File: config.mk
export PLATFORM = sky130hd
export DESIGN_NAME = mips_cpu_hilo_muldiv
export DESIGN_NICKNAME = d
export VERILOG_FILES = /design/src/rtl/mips_cpu_alu_pkg.sv /design/src/rtl/mips_cpu_div_step.sv /design/src/rtl/mips_cpu_hilo_muldiv.sv
export SDC_FILE = /design/constraint.sdc
export NUM_CORES = 1
export LEC_CHECK = 0
export ABC_AREA = 1
export ABC_CLOCK_PERIOD_IN_PS = 3200
export BUFFER_PORTS_ARGS = -buffer_cell sky130_fd_sc_hd__buf_2
export CELL_PAD_IN_SITES_DETAIL_PLACEMENT = 1
export CELL_PAD_IN_SITES_GLOBAL_PLACEMENT = 1
export CORE_MARGIN = 2
export CORE_UTILIZATION = 43
export CTS_BUF_LIST = sky130_fd_sc_hd__clkbuf_16
export CTS_CLUSTER_DIAMETER = 60
export DETAILED_ROUTE_END_ITERATION = 16
export GPL_TIMING_DRIVEN = 0
export PLACE_DENSITY_LB_ADDON = 0.25
export SLEW_MARGIN = 20
export SYNTH_ARGS = -nofsm -noshare
export SYNTH_HDL_FRONTEND = slang
export SYNTH_SLANG_ARGS = --single-unit
File: constraint.sdc
create_clock -name clk -period 3.2 [get_ports clk]
set_input_delay 0.32 -clock clk [delete_from_list [all_inputs] [get_ports clk]]
set_output_delay 0.32 -clock clk [all_outputs]
set_load 0.05 [all_outputs]
File: src/rtl/mips_cpu_alu_pkg.sv
// alucontrol codes and state encoding shared by the HI/LO multiply/divide unit.
package mips_cpu_alu_pkg;

  localparam logic [4:0] MULTU = 5'b00111;
  localparam logic [4:0] MULT  = 5'b01000;
  localparam logic [4:0] DIV   = 5'b01111;
  localparam logic [4:0] DIVU  = 5'b10000;
  localparam logic [4:0] MTHI  = 5'b10001;
  localparam logic [4:0] MTLO  = 5'b10010;
  localparam logic [4:0] MFHI  = 5'b11010;
  localparam logic [4:0] MFLO  = 5'b11011;

  typedef enum logic [1:0] {
    ST_IDLE,
    ST_MUL,
    ST_DIV,
    ST_FIX
  } muldiv_state_e;

endpackage

File: src/rtl/mips_cpu_div_step.sv
// One restoring-division step: shift the next dividend bit into the remainder and
// subtract the divisor if it fits.
module mips_cpu_div_step #(
  parameter int WIDTH = 32
) (
  input  logic [WIDTH-1:0] rem_i,
  input  logic [WIDTH-1:0] quo_i,
  input  logic [WIDTH-1:0] divisor_i,
  output logic [WIDTH-1:0] rem_o,
  output logic [WIDTH-1:0] quo_o
);

  logic [WIDTH:0] shifted;
  logic [WIDTH:0] diff;

  assign shifted = {rem_i, quo_i[WIDTH-1]};
  assign diff    = shifted - {1'b0, divisor_i};

  // The borrow out of the subtraction says the divisor did not fit.
  always_comb begin
    if (!diff[WIDTH]) begin
      rem_o = diff[WIDTH-1:0];
      quo_o = {quo_i[WIDTH-2:0], 1'b1};
    end else begin
      rem_o = shifted[WIDTH-1:0];
      quo_o = {quo_i[WIDTH-2:0], 1'b0};
    end
  end

endmodule

File: src/rtl/mips_cpu_hilo_muldiv.sv
// HI/LO unit: iterative MULT/MULTU/DIV/DIVU, MTHI/MTLO writes, MFHI/MFLO read mux.
// Define MULDIV_FAST_MUL_EN for a single-cycle multiply; division stays iterative.
module mips_cpu_hilo_muldiv
  import mips_cpu_alu_pkg::*;
#(
  parameter int WIDTH = 32
) (
  input  logic             clk,
  input  logic             rst_n,
  input  logic             start,
  input  logic [4:0]       alucontrol,
  input  logic [WIDTH-1:0] srca,
  input  logic [WIDTH-1:0] srcb,
  output logic             busy,
  output logic             done,
  output logic [WIDTH-1:0] hi,
  output logic [WIDTH-1:0] lo,
  output logic [WIDTH-1:0] mfresult
);

  localparam int CW = $clog2(WIDTH);

  muldiv_state_e    state_q, state_d;
  logic [CW-1:0]    cnt_q, cnt_d;
  logic [WIDTH-1:0] opnd_q, opnd_d;
  logic [2*WIDTH-1:0] acc_q, acc_d;
  logic             is_div_q, is_div_d;
  logic             neg_q, neg_d;
  logic             rem_neg_q, rem_neg_d;
  logic [WIDTH-1:0] hi_q, hi_d;
  logic [WIDTH-1:0] lo_q, lo_d;
  logic             done_q, done_d;

  logic             is_signed_op;
  logic             sign_a, sign_b;
  logic [WIDTH-1:0] abs_a, abs_b;
  logic [WIDTH:0]   mul_sum;
  logic [2*WIDTH-1:0] mul_next;
  logic [2*WIDTH-1:0] prod_fix;
  logic [WIDTH-1:0] quo_fix, rem_fix;
  logic [WIDTH-1:0] div_rem, div_quo;

  assign is_signed_op = (alucontrol == MULT) || (alucontrol == DIV);
  assign sign_a = is_signed_op & srca[WIDTH-1];
  assign sign_b = is_signed_op & srcb[WIDTH-1];
  assign abs_a  = sign_a ? -srca : srca;
  assign abs_b  = sign_b ? -srcb : srcb;

  // acc holds {partial product, remaining multiplier bits} during MUL.
  assign mul_sum  = {1'b0, acc_q[2*WIDTH-1:WIDTH]} + (acc_q[0] ? {1'b0, opnd_q} : '0);
  assign mul_next = {mul_sum, acc_q[WIDTH-1:1]};

  // acc holds {remainder, quotient/dividend} during DIV; opnd is the divisor.
  mips_cpu_div_step #(.WIDTH(WIDTH)) u_div_step (
    .rem_i     (acc_q[2*WIDTH-1:WIDTH]),
    .quo_i     (acc_q[WIDTH-1:0]),
    .divisor_i (opnd_q),
    .rem_o     (div_rem),
    .quo_o     (div_quo)
  );

  assign prod_fix = neg_q ? -acc_q : acc_q;
  assign quo_fix  = neg_q ? -acc_q[WIDTH-1:0] : acc_q[WIDTH-1:0];
  assign rem_fix  = rem_neg_q ? -acc_q[2*WIDTH-1:WIDTH] : acc_q[2*WIDTH-1:WIDTH];

  always_comb begin
    state_d   = state_q;
    cnt_d     = cnt_q;
    opnd_d    = opnd_q;
    acc_d     = acc_q;
    is_div_d  = is_div_q;
    neg_d     = neg_q;
    rem_neg_d = rem_neg_q;
    hi_d      = hi_q;
    lo_d      = lo_q;
    done_d    = 1'b0;
    unique case (state_q)
      ST_IDLE: begin
        if (start) begin
          unique case (alucontrol)
            MULT, MULTU: begin
              opnd_d    = abs_a;
              is_div_d  = 1'b0;
              neg_d     = sign_a ^ sign_b;
              rem_neg_d = 1'b0;
              cnt_d     = '0;
`ifdef MULDIV_FAST_MUL_EN
              acc_d   = {{WIDTH{1'b0}}, abs_a} * {{WIDTH{1'b0}}, abs_b};
              state_d = ST_FIX;
`else
              acc_d   = {{WIDTH{1'b0}}, abs_b};
              state_d = ST_MUL;
`endif
            end
            DIV, DIVU: begin
              opnd_d    = abs_b;
              acc_d     = {{WIDTH{1'b0}}, abs_a};
              is_div_d  = 1'b1;
              // A zero divisor leaves quotient all-ones and remainder = |dividend|;
              // suppressing quotient negation keeps lo at all-ones for any sign.
              neg_d     = (sign_a ^ sign_b) && (srcb != '0);
              rem_neg_d = sign_a;
              cnt_d     = '0;
              state_d   = ST_DIV;
            end
            MTHI:    hi_d = srca;
            MTLO:    lo_d = srca;
            default: ;
          endcase
        end
      end
      ST_MUL: begin
        acc_d = mul_next;
        cnt_d = cnt_q + 1'b1;
        if (cnt_q == CW'(WIDTH - 1)) state_d = ST_FIX;
      end
      ST_DIV: begin
        acc_d = {div_rem, div_quo};
        cnt_d = cnt_q + 1'b1;
        if (cnt_q == CW'(WIDTH - 1)) state_d = ST_FIX;
      end
      ST_FIX: begin
        if (is_div_q) begin
          hi_d = rem_fix;
          lo_d = quo_fix;
        end else begin
          hi_d = prod_fix[2*WIDTH-1:WIDTH];
          lo_d = prod_fix[WIDTH-1:0];
        end
        done_d  = 1'b1;
        cnt_d   = '0;
        state_d = ST_IDLE;
      end
      default: state_d = ST_IDLE;
    endcase
  end

  always_ff @(posedge clk or negedge rst_n) begin
    if (!rst_n) begin
      state_q   <= ST_IDLE;
      cnt_q     <= '0;
      opnd_q    <= '0;
      acc_q     <= '0;
      is_div_q  <= 1'b0;
      neg_q     <= 1'b0;
      rem_neg_q <= 1'b0;
      hi_q      <= '0;
      lo_q      <= '0;
      done_q    <= 1'b0;
    end else begin
      state_q   <= state_d;
      cnt_q     <= cnt_d;
      opnd_q    <= opnd_d;
      acc_q     <= acc_d;
      is_div_q  <= is_div_d;
      neg_q     <= neg_d;
      rem_neg_q <= rem_neg_d;
      hi_q      <= hi_d;
      lo_q      <= lo_d;
      done_q    <= done_d;
    end
  end

  always_comb begin
    mfresult = '0;
    if (alucontrol == MFHI) mfresult = hi_q;
    else if (alucontrol == MFLO) mfresult = lo_q;
  end

  assign busy = (state_q != ST_IDLE);
  assign done = done_q;
  assign hi   = hi_q;
  assign lo   = lo_q;

endmodule

==> results.toml, run 1 <==
[synthesis]
syn_area_um2 = 18200
synth_top_family_by_area = "simple AND/OR/NAND/NOR gates"
synth-seq-area-share_pct = 23.5
synthSimpleGateAreaFrac_pct = 39.9
synth_mux_area_share_pct = 0.0619
synthFlopType = "dfrtp_1"
synth_edf_count = 0
ys_warn_count = 0
syn_avg_cell_area_um2 = 5.90
yosys-top-cells-area = "dfrtp_1 24%, nand2_1 20%, inv_1 9.1%"
netlist.area_leader.share_pct = 23.5
synth_xor_area_share_pct = 2.69
postSynthCellCount = 3087
ys_types = 57
syn_nets = 3236
synth_compound_area_share_pct = 16.4
async_flop_share_pct = 100
synth_top_cell_by_area = "dfrtp_1"
synthAdderAreaFrac_pct = 5.37
synth_seq_cells = 171

[clock_network]
cts_tree = "yes"
cts_buffer_depth = 2
htreeDepth = 4
cts.clk_slew.worst_paths_ns = 0.08
cts_sinks = 171
root_buffer = "clkbuf_16"
cts_buffers = 17
clock_latency_ns = 0.48

[critical_path]
arrival_ns = 3.43
required_ns = 3.61
cp_top_family = "simple AND/OR/NAND/NOR gates"
path_common_cell = "nand2_1"
crit_type = "reg2reg"
crit_buf_inv = 5
crit_fanout = 10
slowest_delay_ns = 0.37
cp-start-kind = "flop"
worstPathCellList = "buf_4 > buf_6 > nand2_1 > inv_1 > ha_1 > inv_1 > fa_1 > inv_1 > nand3_1 > nand2_2 > nand2_1 > o211ai_1 > nand2_1 > nand2_1 > nand2_1 > nand2_1 > nand2_1 > nand2_1 > nand2_1 > nand2_2 > nand2_1 > nand2_1"
worst_path_max_delay_cell = "fa_1"
cp-end-kind = "flop"

[grt]
grt_pass1_wl_um = 139000
grt_pass1_vias = 22500
grt-ovfl-total = 0
antenna_found_initial = 3
grtUsageTotal_pct = 42.2
grt_max_degree = 97

[sta]
hold_violations = 0
fin_crit_ns = 3.02
hold_slack_ns = 0.181
setup_viol = 0
fmax_mhz = 331
grt_setup_unrepaired = "no"
fin_ws_ns = 0.181
worst_pin_slew_ns = 1.03
slew-limit-headroom_pct = 31.4
skew_ns = 0.0199
min_period_over_period_pct = 94.3
maxSlewViolCount = 0

[floorplanning]
fp.dieArea_um2 = 44000
start_util_pct = 43.5
die_h_um = 210
die_w_um = 210
core_um2 = 41900
ios = 170
rows = 75

[route]
post_drt_wl_per_cell_um = 24.5
dr.pass1.iters = 5
vias_per_cell = 5.96
drt-total-wl_um = 93900
vias = 22800
drcViolationCount = 0
antenna_left = 0
first_iter_violations = 2545

[power_and_ir_drop]
power_switching_w = 0.0174
vdd_ir_drop_max_v = 0.000629
internal_power_w = 0.00977
clockPowerShare_pct = 8.2
p_per_area_nw_per_um2 = 1330
seqPwrFrac_pct = 17.1
leakage_nw = 11.2
p_comb_share_pct = 74.7
power.share.switching_pct = 64.0

[placement]
port_buffers = 169
placed_area_um2 = 19800
post-place-ws_ns = -0.299
hpwl_um = 79500
place.gp.congestion = 1.08
place_inst = 3796

[final_layout]
fin_nets = 3430
fin_cells = 3834
finish.utilization_pct = 48.8
final_cell_area_um2 = 20400
nFillCells = 5983
drive_gt1_share_pct = 9.47
area_delta_synth_final_pct = 12.3

[run_status]
status = "complete, no violations"

[job]
drv_cap = 0

[hold_path]
hp-class = "in2reg"
==> power by group through the flow <==
stage	Sequential, W	Clock (W)	Combinational (W)
after floorplan	0.00532	0	0.0119
after global placement	0.00451	0	0.0189
after detailed placement	0.00458	0	0.0196
after CTS	0.00454	0.00221	0.0197
after global routing	0.00468	0.00231	0.0219
final	0.00464	0.00223	0.0203
==> cell usage in the layout (no fill, tap or decap), drive strengths merged, types with 3 or more instances in the layout <==
cell type and count:
nand2 986, inv 463, nor2 324, nand3 304, buf 212, dfrtp 171
o21ai 151, a21oi 128, clkbuf 80, ha 75, o22ai 65, a22oi 57
xor2 45, nor3 33, nand4 29, nand3b 25, a31oi 25, o211ai 24
o221ai 13, xnor2 11, nor4 9, or2 9, clkinv 9, a21o 8
o21a 6, and2 5, a311oi 5, o31ai 4, o21bai 3
==> sequential cells by signal, indices dropped and copies added (netlist names) <==
register   cells
done           1
acc_q         64
is_div_q       1
neg_q          1
state_q        2
hi            32
rem_neg_q      1
opnd_q        32
lo            32
cnt_q          5
==> final cells by class <==
type	count	area [um^2]	area share, %
buffer	101	472	2.31
sequential	171	4280	20.9
clock inverter	15	166	0.814
timing repair buffer	175	923	4.52
antenna	1	2.50	0.0122
tap	539	674	3.30
multi-input combinational	2354	11800	57.5
inverter	461	1740	8.51
clock buffer	17	425	2.08
==> metrics by stage <==
step                      setup TNS [ns]  total power [W]
after global routing                   0           0.0289
after detailed placement           -3.59           0.0242
after global placement           -152.07           0.0234
after CTS                              0           0.0265
after floorplan                        0           0.0172
final                                  0           0.0272
==> kinds of logic after synthesis <==
| family | Yosys count |
|---|---|
| mux | 1 |
| flops | 171 |
| buf+inv | 562 |
| compound gates | 494 |
| simple gates | 1726 |
| xor+xnor | 56 |
| fa+ha+maj | 77 |
==> layer usage <==
metal	vias to the layer above	GRT usage [%]	share of wire [%]
li1	10400	-	-
met1	11100	57.6	42
met2	1131	64.1	43
met3	214	6.76	9.0
met4	2	22.2	6.0
met5	-	0	0.038
==> worst paths after layout <==
path / slack (ns) / start / endpoint / cells past startpoint
setup / recovery: 0.18 / acc_q[0]$_DFFE_PN0P_ / acc_q[63]$_DFFE_PN0P_ / 22
min in group asynchronous: 0.41 / rst_n / acc_q[60]$_DFFE_PN0P_ / 2
max in group asynchronous: 1.82 / rst_n / done$_DFF_PN0_ / 3
hold reg to reg: 0.52 / cnt_q[4]$_DFFE_PN0P_ / cnt_q[4]$_DFFE_PN0P_ / 1
hold / removal: 0.18 / srca[0] / hi[0]$_DFFE_PN0P_ / 3
setup reg to reg: 0.18 / acc_q[0]$_DFFE_PN0P_ / acc_q[63]$_DFFE_PN0P_ / 22
==> worst register-to-register path: cells and delay by family (launching register included) <==
kind / cells / cell delay, ns
flip-flops: 1 / 0.33
AO/OA/AOI/OAI: 1 / 0.15
AND/OR/NAND/NOR: 14 / 1.29
buffers and inverters: 5 / 0.65
adder cells (fa/ha/maj): 2 / 0.55
==> Yosys cell counts (25+ instances only) <==
| library cell | number |
|---|---|
| a21oi_1 | 125 |
| a22oi_1 | 56 |
| clkbuf_1 | 64 |
| dfrtp_1 | 171 |
| ha_1 | 75 |
| inv_1 | 443 |
| nand2_1 | 968 |
| nand3_1 | 301 |
| nand3b_1 | 25 |
| nand4_1 | 29 |
| nor2_1 | 313 |
| nor3_1 | 32 |
| o21ai_0 | 117 |
| o21ai_1 | 29 |
| o22ai_1 | 65 |
| xor2_1 | 45 |
==> repair_timing <==
action                     in CTS  in global routing
setup buffers                   0                  4
hold buffers                    1                  0
resized for setup               6                 14
hold endpoints to repair       75                  0
gates cloned                    0                  0
setup endpoints to repair      32                 31
No activity file was read; power rests on OpenSTA's default activity.
==> run 2: changes to the inputs <==
--- a/config.mk
+++ b/config.mk
@@ -15,8 +15,9 @@
 export CTS_BUF_LIST = sky130_fd_sc_hd__clkbuf_16
 export CTS_CLUSTER_DIAMETER = 60
 export DETAILED_ROUTE_END_ITERATION = 16
-export GPL_TIMING_DRIVEN = 0
 export PLACE_DENSITY_LB_ADDON = 0.25
+export SETUP_SLACK_MARGIN = 0.15
+export SKIP_CTS_REPAIR_TIMING = 1
 export SLEW_MARGIN = 20
 export SYNTH_ARGS = -nofsm -noshare
 export SYNTH_HDL_FRONTEND = slang
==> results.toml, run 2 (same netlist as run 1, synthesis figures left out) <==
[run_status]
status = "complete, no violations"

[floorplanning]
die_w_um = 210
ios = 170
core_um2 = 41900
rows = 75
fp.dieArea_um2 = 44000
start_util_pct = 43.5
die_h_um = 210

[job]
drv_cap = 0

[clock_network]
cts_tree = "yes"
cts_buffers = 17
htreeDepth = 4
clock_latency_ns = 0.48
root_buffer = "clkbuf_16"
cts_sinks = 171
cts_buffer_depth = 2
cts.clk_slew.worst_paths_ns = 0.08

[critical_path]
cp_top_family = "simple AND/OR/NAND/NOR gates"
crit_type = "reg2reg"
reg2reg_slack_ns = 0.28
timing.rr.start = "acc_q[31]$_DFFE_PN0P_"
reg2reg_depth = 19
arrival_ns = 3.29
worst_path_max_delay_cell = "fa_1"
path_common_cell = "nand2_1"
cp-end-kind = "flop"
crit_buf_inv = 2
worstPathCellList = "inv_1 > ha_1 > fa_1 > inv_1 > nand2_1 > nand2_1 > nand3_1 > nand2_2 > nand2_2 > nand2_2 > nand2_4 > nand2_4 > nand2_4 > nand2_4 > nand2_1 > nand3_1 > nand2_1 > nand2_1 > nand2_1"
crit_fanout = 14
required_ns = 3.57
cp-start-kind = "flop"
timing.rr.end = "acc_q[33]$_DFFE_PN0P_"
slowest_delay_ns = 0.46

[sta]
hold_violations = 0
skew_ns = 0.0178
grt_setup_unrepaired = "yes"
maxSlewViolCount = 0
tns_ns = 0
fmax_mhz = 342
slew-limit-headroom_pct = 49.7
min_period_over_period_pct = 91.3
fin_crit_ns = 2.92
worst_pin_slew_ns = 0.746
setup_viol = 0
fin_ws_ns = 0.278

[grt]
grtUsageTotal_pct = 42.6
grt_pass1_vias = 22500
grt_max_degree = 89
antenna_found_initial = 1
grt_pass1_wl_um = 141000
grt-ovfl-total = 0

[route]
vias_per_cell = 6.05
post_drt_wl_per_cell_um = 25.0
first_iter_violations = 2636
antenna_left = 0
dr.pass1.iters = 8
drt-total-wl_um = 95300
drcViolationCount = 0
vias = 23000

[final_layout]
drive_gt1_share_pct = 10.9
fin_cells = 3807
area_delta_synth_final_pct = 13.2
diodes = 0
fin_nets = 3406
final_cell_mix = "967 x nand2_1, 444 x inv_1, 310 x nor2_1"
top_register = "acc_q"
largest_reg_flops = 64
layout_commonest_cell = "nand2_1"

[hold_path]
min_from = "srcb[7]"
hp-class = "in2reg"
hold_path_end = "opnd_q[7]$_DFFE_PN0P_"
holdPathStages = 4

[power_and_ir_drop]
leakage_nw = 11.4
p_per_area_nw_per_um2 = 1340
p_total_w = 0.0277
vdd_ir_drop_max_v = 0.000661

[placement]
hpwl_um = 78300
post-place-ws_ns = 0.172
place.gp.congestion = 1.02
port_buffers = 169
place_inst = 3775
==> run 2: worst min-delay path, cell delays in order <==
cell	delay (ns)
buf_2	0.11
xor2_1	0.10
inv_1	0.06
o21ai_1	0.05
==> run 2: how the worst max path moves through the flow <==
| stage | from | end | depth (start not counted) |
|---|---|---|---|
| 2_1_floorplan | acc_q[0]$_DFFE_PN0P_ | acc_q[47]$_DFFE_PN0P_ | 21 |
| 5_1_grt | acc_q[31]$_DFFE_PN0P_ | acc_q[46]$_DFFE_PN0P_ | 19 |
| 3_5_place_dp | acc_q[32]$_DFFE_PN0P_ | acc_q[46]$_DFFE_PN0P_ | 18 |
| 3_3_place_gp | acc_q[0]$_DFFE_PN0P_ | acc_q[57]$_DFFE_PN0P_ | 14 |
| 4_1_cts | acc_q[31]$_DFFE_PN0P_ | acc_q[46]$_DFFE_PN0P_ | 19 |
| 6_report | acc_q[31]$_DFFE_PN0P_ | acc_q[33]$_DFFE_PN0P_ | 19 |
==> run 2: final cells by class <==
type / instances / area (um^2)
sequential: 171 / 4280
clock inverter: 13 / 134
inverter: 461 / 1730
clock buffer: 17 / 425
tap: 539 / 674
multi-input combinational: 2355 / 11800
timing repair buffer: 251 / 1550
fill: 5943 / 21200
==> run 2: metal layers <==
layer | GRT usage, % | wire (um) | vias to the layer above
li1 | - | - | 10300
met1 | 59.9 | 40900 | 11200
met2 | 61.9 | 39500 | 1212
met3 | 9.34 | 10000 | 233
met4 | 20.1 | 4830 | 2
met5 | 0 | 10 | -
==> run 2: stage by stage <==
step | cell area (um^2) | hold slack [ns] | util (%)
2_1_floorplan | 18200 | 0.0244 | -
3_3_place_gp | 20000 | 0.317 | 47.7
3_5_place_dp | 20000 | 0.326 | 47.7
4_1_cts | 20500 | -0.166 | 49.0
5_1_grt | 20600 | 0.208 | 49.2
6_report | 20600 | 0.193 | 49.2
==> run 2: power by group <==
part	switching [W]	total [W]	internal [W]	leakage, nW
logic	0.0154	0.0211	0.00571	8.97
registers	0.00125	0.00443	0.00318	2.11
clock network	0.00107	0.00215	0.00109	0.276
total	0.0177	0.0277	0.00997	11.4
